$ cat src/rtl/onehot_req_debounce.sv
// Synchronises and debounces N raw request lines, turning each debounced press into one
// one-hot word on a valid/ready handshake. Define ONEHOT_REQ_OVF_EN to add the sticky ovf output.
module onehot_req_debounce #(
  parameter int N         = 8,
  parameter int DB_CYCLES = 4,
  parameter int CNT_W     = 8
) (
  input  logic         clk,
  input  logic         rst_n,
  input  logic [N-1:0] req_in,
  output logic [N-1:0] onehot_out,
  output logic         valid_out,
  input  logic         ready_in,
  output logic         multi_err
`ifdef ONEHOT_REQ_OVF_EN
  ,
  output logic         ovf
`endif
);

  localparam logic [0:0] IDLE    = 1'b0;
  localparam logic [0:0] PRESENT = 1'b1;
  localparam logic [CNT_W-1:0] CNT_LAST = CNT_W'(DB_CYCLES - 1);

  logic [N-1:0]     s1_q, s2_q;
  logic [N-1:0]     deb_q, deb_d;
  logic [CNT_W-1:0] cnt_q [N];
  logic [CNT_W-1:0] cnt_d [N];
  logic [N-1:0]     rise;
  logic [N-1:0]     pending_q, pending_d;
  logic [N-1:0]     onehot_q, onehot_d;
  logic [N-1:0]     sel;
  logic [0:0]       state_q, state_d;
  logic             multi_err_q, multi_err_d;
  logic             load;

  // Highest set bit wins, matching the encoder's dominant-MSB convention.
  function automatic logic [N-1:0] msb_sel(input logic [N-1:0] v);
    logic [N-1:0] one;
    one = '0;
    one[0] = 1'b1;
    msb_sel = '0;
    for (int i = 0; i < N; i++) begin
      if (v[i]) msb_sel = one << i;
    end
  endfunction

  always_comb begin
    deb_d = deb_q;
    rise  = '0;
    for (int i = 0; i < N; i++) begin
      cnt_d[i] = '0;
      if (s2_q[i] != deb_q[i]) begin
        if (cnt_q[i] == CNT_LAST) begin
          deb_d[i] = s2_q[i];
          rise[i]  = s2_q[i];
        end else begin
          cnt_d[i] = cnt_q[i] + 1'b1;
        end
      end
    end
    multi_err_d = (rise & (rise - 1'b1)) != '0;
  end

  always_comb begin
    state_d  = state_q;
    onehot_d = onehot_q;
    load     = 1'b0;
    sel      = '0;
    case (state_q)
      IDLE:    load = pending_q != '0;
      PRESENT: begin
        if (ready_in) begin
          load = pending_q != '0;
          if (!load) begin
            state_d  = IDLE;
            onehot_d = '0;
          end
        end
      end
      default: state_d = IDLE;
    endcase
    if (load) begin
      sel      = msb_sel(pending_q);
      onehot_d = sel;
      state_d  = PRESENT;
    end
    // A rise in the same cycle as its own load-clear must survive.
    pending_d = (pending_q & ~sel) | rise;
  end

  // Two-flop synchroniser, nothing between the stages.
  always_ff @(posedge clk or negedge rst_n) begin
    if (!rst_n) begin
      s1_q <= '0;
      s2_q <= '0;
    end else begin
      s1_q <= req_in;
      s2_q <= s1_q;
    end
  end

  always_ff @(posedge clk or negedge rst_n) begin
    if (!rst_n) begin
      deb_q       <= '0;
      pending_q   <= '0;
      onehot_q    <= '0;
      state_q     <= IDLE;
      multi_err_q <= 1'b0;
      for (int i = 0; i < N; i++) cnt_q[i] <= '0;
    end else begin
      deb_q       <= deb_d;
      pending_q   <= pending_d;
      onehot_q    <= onehot_d;
      state_q     <= state_d;
      multi_err_q <= multi_err_d;
      for (int i = 0; i < N; i++) cnt_q[i] <= cnt_d[i];
    end
  end

`ifdef ONEHOT_REQ_OVF_EN
  logic ovf_q, ovf_d;
  logic held_unaccepted;

  always_comb begin
    held_unaccepted = (state_q == PRESENT) && !ready_in;
    ovf_d = ovf_q | ((rise & (pending_q | (onehot_q & {N{held_unaccepted}}))) != '0);
  end

  always_ff @(posedge clk or negedge rst_n) begin
    if (!rst_n) ovf_q <= 1'b0;
    else        ovf_q <= ovf_d;
  end

  assign ovf = ovf_q;
`endif

  assign onehot_out = onehot_q;
  assign valid_out  = state_q == PRESENT;
  assign multi_err  = multi_err_q;

endmodule
$ cat config.mk
export PLATFORM = sky130hd
export DESIGN_NAME = onehot_req_debounce
export DESIGN_NICKNAME = d
export VERILOG_FILES = /design/src/rtl/onehot_req_debounce.sv
export SDC_FILE = /design/constraint.sdc
export NUM_CORES = 1
export LEC_CHECK = 0
export CAP_MARGIN = 0
export CORE_UTILIZATION = 30
export DETAILED_ROUTE_END_ITERATION = 8
export PLACE_DENSITY = 0.54
export SETUP_SLACK_MARGIN = 0.5
export SLEW_MARGIN = 15
export SYNTH_ARGS = -nofsm -noshare
export SYNTH_HDL_FRONTEND = slang
export SYNTH_SLANG_ARGS = --single-unit
$ cat constraint.sdc
create_clock -name clk -period 2.45 [get_ports clk]
set_input_delay 0.49 -clock clk [delete_from_list [all_inputs] [get_ports clk]]
set_output_delay 0.49 -clock clk [all_outputs]
set_load 0.05 [all_outputs]
==> key figures <==
Placed design
  • Dpl cells: 596
  • Placed wire-length estimate: 5.433 mm
  • GP Congestion: 0.7794
  • Port bufs: 20
  • Worst slack, placed: 0.4179 ns

Yosys
  • Async S/R FF share, synth: 1.000
  • Top post-synthesis cells by count: dfrtp_1 (106), nor2_1 (67), xor2_1 (45)
  • Post-synthesis area per instance: 11.43 um2
  • Most frequent cell after synthesis: dfrtp_1
  • Dominant synthesized flop cell: dfrtp_1
  • Synth cell types: 40
  • Yosys warns: 0
  • Post-Synthesis Cells: 389
  • Post-synth EDFFs: 0
  • Top cell type's share of synthesized area: 0.5965
  • Cell taking the most area after synthesis: dfrtp_1
  • Post-Syn Nets: 408
  • Synth top area cells: dfrtp_1 (60%), xor2_1 (8.9%), nor2_1 (5.7%)
  • Post-synthesis sequential area ratio: 0.5965
  • FF+latch count, synth: 106
  • Syn Std Cell Area: 0.004447 mm2

Floorplan
  • Row Count: 44
  • I/O pin count: 21
  • Core ar.: 0.01448 mm2
  • Die width: 123.7 um
  • Starting Density: 0.3071
  • Die height: 123.7 um
  • Die Area: 0.01531 mm2

Power and ir drop
  • Power Dens Cells: 952.1 mW/mm2
  • Switching pwr: 1.625 mW
  • Overall power consumption: 4.992 mW
  • Maximum vdd ir drop: 372.6 uV
  • Sequential Power Share: 0.466
  • Comb power frac: 0.243
  • Sw frac: 0.3256
  • Pleak: 2.465 nW
  • Internal power: 3.367 mW
  • Clock network power share: 0.291

STA
  • Final WS setup: 0.6297 ns
  • Peak Freq: 549.4 MHz
  • Worst-Margin Slew: 0.5793 ns
  • Setup TNS: 0 ns
  • RSZ-0062 raised after global routing: no
  • Max-slew violation count: 0
  • Fin crit period: 1.820 ns
  • Crit share post-route: 0.7430
  • Final hold viol count: 0
  • Setup Viol. Count Final: 0
  • Layout Skew: 0.003763 ns
  • Final hold slack: 0.1436 ns
  • Slew Limit Headroom: 0.6106

Final layout
  • Post-route insts no fill: 613
  • Nets: 444
  • Ratio of cells with drive above 1 in the final layout: 0.09324
  • Layout Area Growth over Synthesis: 17.90%
  • Antenna Cells: 0

Clocking
  • CTS tree: done
  • CTS buffer count: 9
  • H-tree Lvls: 3
  • Maximum clock path buffer count: 2
  • Root Buffer: clkbuf_16
  • Worst-Skew Late Latency: 0.34 ns
  • Num Clock Sinks: 106
  • Clock-pin transition on the worst setup and hold timing paths: 0.07 ns

Routing
  • Final ANT Viol Nets: 0
  • Vias/cell: 4.625
  • Wire per inst: 12.77 um
  • Initial DRC Count: 135
  • Remaining DRCs: 0
  • Detailed Route WL: 7.830 mm
  • First-pass DRT Iterations: 6
  • Vias: 2835

Global route
  • First-pass GRT wire length: 13.69 mm
  • GRT Total Usage: 0.1154
  • Vias in the first global route: 2921
  • Largest net degree at the start of global routing: 45
  • Antenna violations before repair: 0
  • GRT overflow: 0

Critical path
  • CP Class: reg2reg
  • Critical-path maximum fanout: 4
  • Crit-path max cell delay: 0.45 ns
  • CP arrival: 2.09 ns
  • RR Startpoint: cnt_q[25]$_DFF_PN0_
  • Startpoint types: register
  • Critical Path RT: 2.72 ns
  • CP Capture Type: register
  • R2R Path End: multi_err$_DFF_PN0_
  • Crit-path cells: ha_2 > or4b_1 > and4bb_1 > nor2_1 > o21a_1 > o21ai_1
  • CP max stage cell: or4b_1
  • Reg2Reg Setup Slack: 0.63 ns
  • Reg2Reg Depth: 6

Hold path
  • Hold/Removal Path Class: in2async

Job
  • Max Cap Viol: 0

Status
  • Outcome: completed
## cell type report
cell class / count / area, um2
multi-input cells: 278 / 1798
clock inverters: 4 / 51.30
fillers: 1414 / 9236
well taps: 184 / 230.2
repair buffers: 26 / 242.7
inverters: 4 / 15.01
clock buffers: 11 / 252.7
flip-flops and latches: 106 / 2653
## cell usage in the layout, fill, tap and decap left out, types with 8 or more instances in the layout
master	count
nand3_1	40
dfrtp_1	106
xor2_1	45
nor2_1	67
dlygate4sd2_1	10
nand2_1	15
o21ai_0	8
and3_1	19
clkbuf_16	9
xnor2_1	11
clkdlybuf4s50_1	9
## timing repair
item,4_1_cts,5_1_grt
hold buffers,0,0
gates resized for setup,11,5
endpoints found under the setup margin,11,7
pin swaps,0,1
buffers inserted,0,2
## worst max path at each step
stage                   startpoint                     end  depth (start not counted)  slack, ns
6_report       cnt_q[25]$_DFF_PN0_     multi_err$_DFF_PN0_                          6       0.63
4_1_cts        cnt_q[16]$_DFF_PN0_     multi_err$_DFF_PN0_                          7       0.53
5_1_grt        cnt_q[25]$_DFF_PN0_     multi_err$_DFF_PN0_                          6       0.50
3_5_place_dp              ready_in  pending_q[2]$_DFF_PN0_                          6       0.42
2_1_floorplan  cnt_q[24]$_DFF_PN0_     multi_err$_DFF_PN0_                          6       0.73
3_3_place_gp              ready_in  pending_q[0]$_DFF_PN0_                          6       0.41
## power groups by stage
stage | combinational [mW] | clock [mW] | sequential (mW)
after global routing | 1.38 | 1.58 | 2.38
final | 1.21 | 1.45 | 2.33
after CTS | 1.21 | 1.51 | 2.33
after global placement | 1.22 | 0 | 2.35
after detailed placement | 1.24 | 0 | 2.36
after floorplan | 0.751 | 0 | 2.44
## state kept, by name, indices dropped and copies added (netlist names)
signal      flops
deb_q           8
valid_out       1
cnt_q          64
onehot_out      8
multi_err       1
s2_q            8
pending_q       8
s1_q            8
## layer usage
metal	share of wire	GRT usage	vias to the layer above	routed length, um
li1	-	-	1403	-
met1	0.50	0.1498	1398	3890
met2	0.46	0.1819	28	3581
met3	0.036	0.04029	6	280
met4	0.010	0.03163	0	78
met5	0	0	-	0
## worst max-delay path, delay by kind of cell (launching register included)
family	cells	cell delay [ns]
AO/OA/AOI/OAI	2	0.31
adder cells (fa/ha/maj)	1	0.22
AND/OR/NAND/NOR	3	0.84
flip-flops	1	0.38
## cells by family (layout without fill, tap and decap cells)
logic type	after synthesis	count (layout)	synth area share
AOI/OAI and AO/OA	23	23	0.03601
muxes	8	8	0.02110
buffers and inverters	5	45	0.004500
DFF	106	106	0.5965
xor gates and xnor gates	56	56	0.1103
and+or+nand+nor	182	182	0.2068
adders and majority gates	9	9	0.02476
## per-stage QoR
stage | util | area (um2)
2_1_floorplan | - | 4447
3_3_place_gp | 0.3393 | 4912
3_5_place_dp | 0.3393 | 4912
4_1_cts | 0.3598 | 5210
5_1_grt | 0.3621 | 5243
6_report | 0.3621 | 5243
No activity file was read; power rests on OpenSTA's default activity.
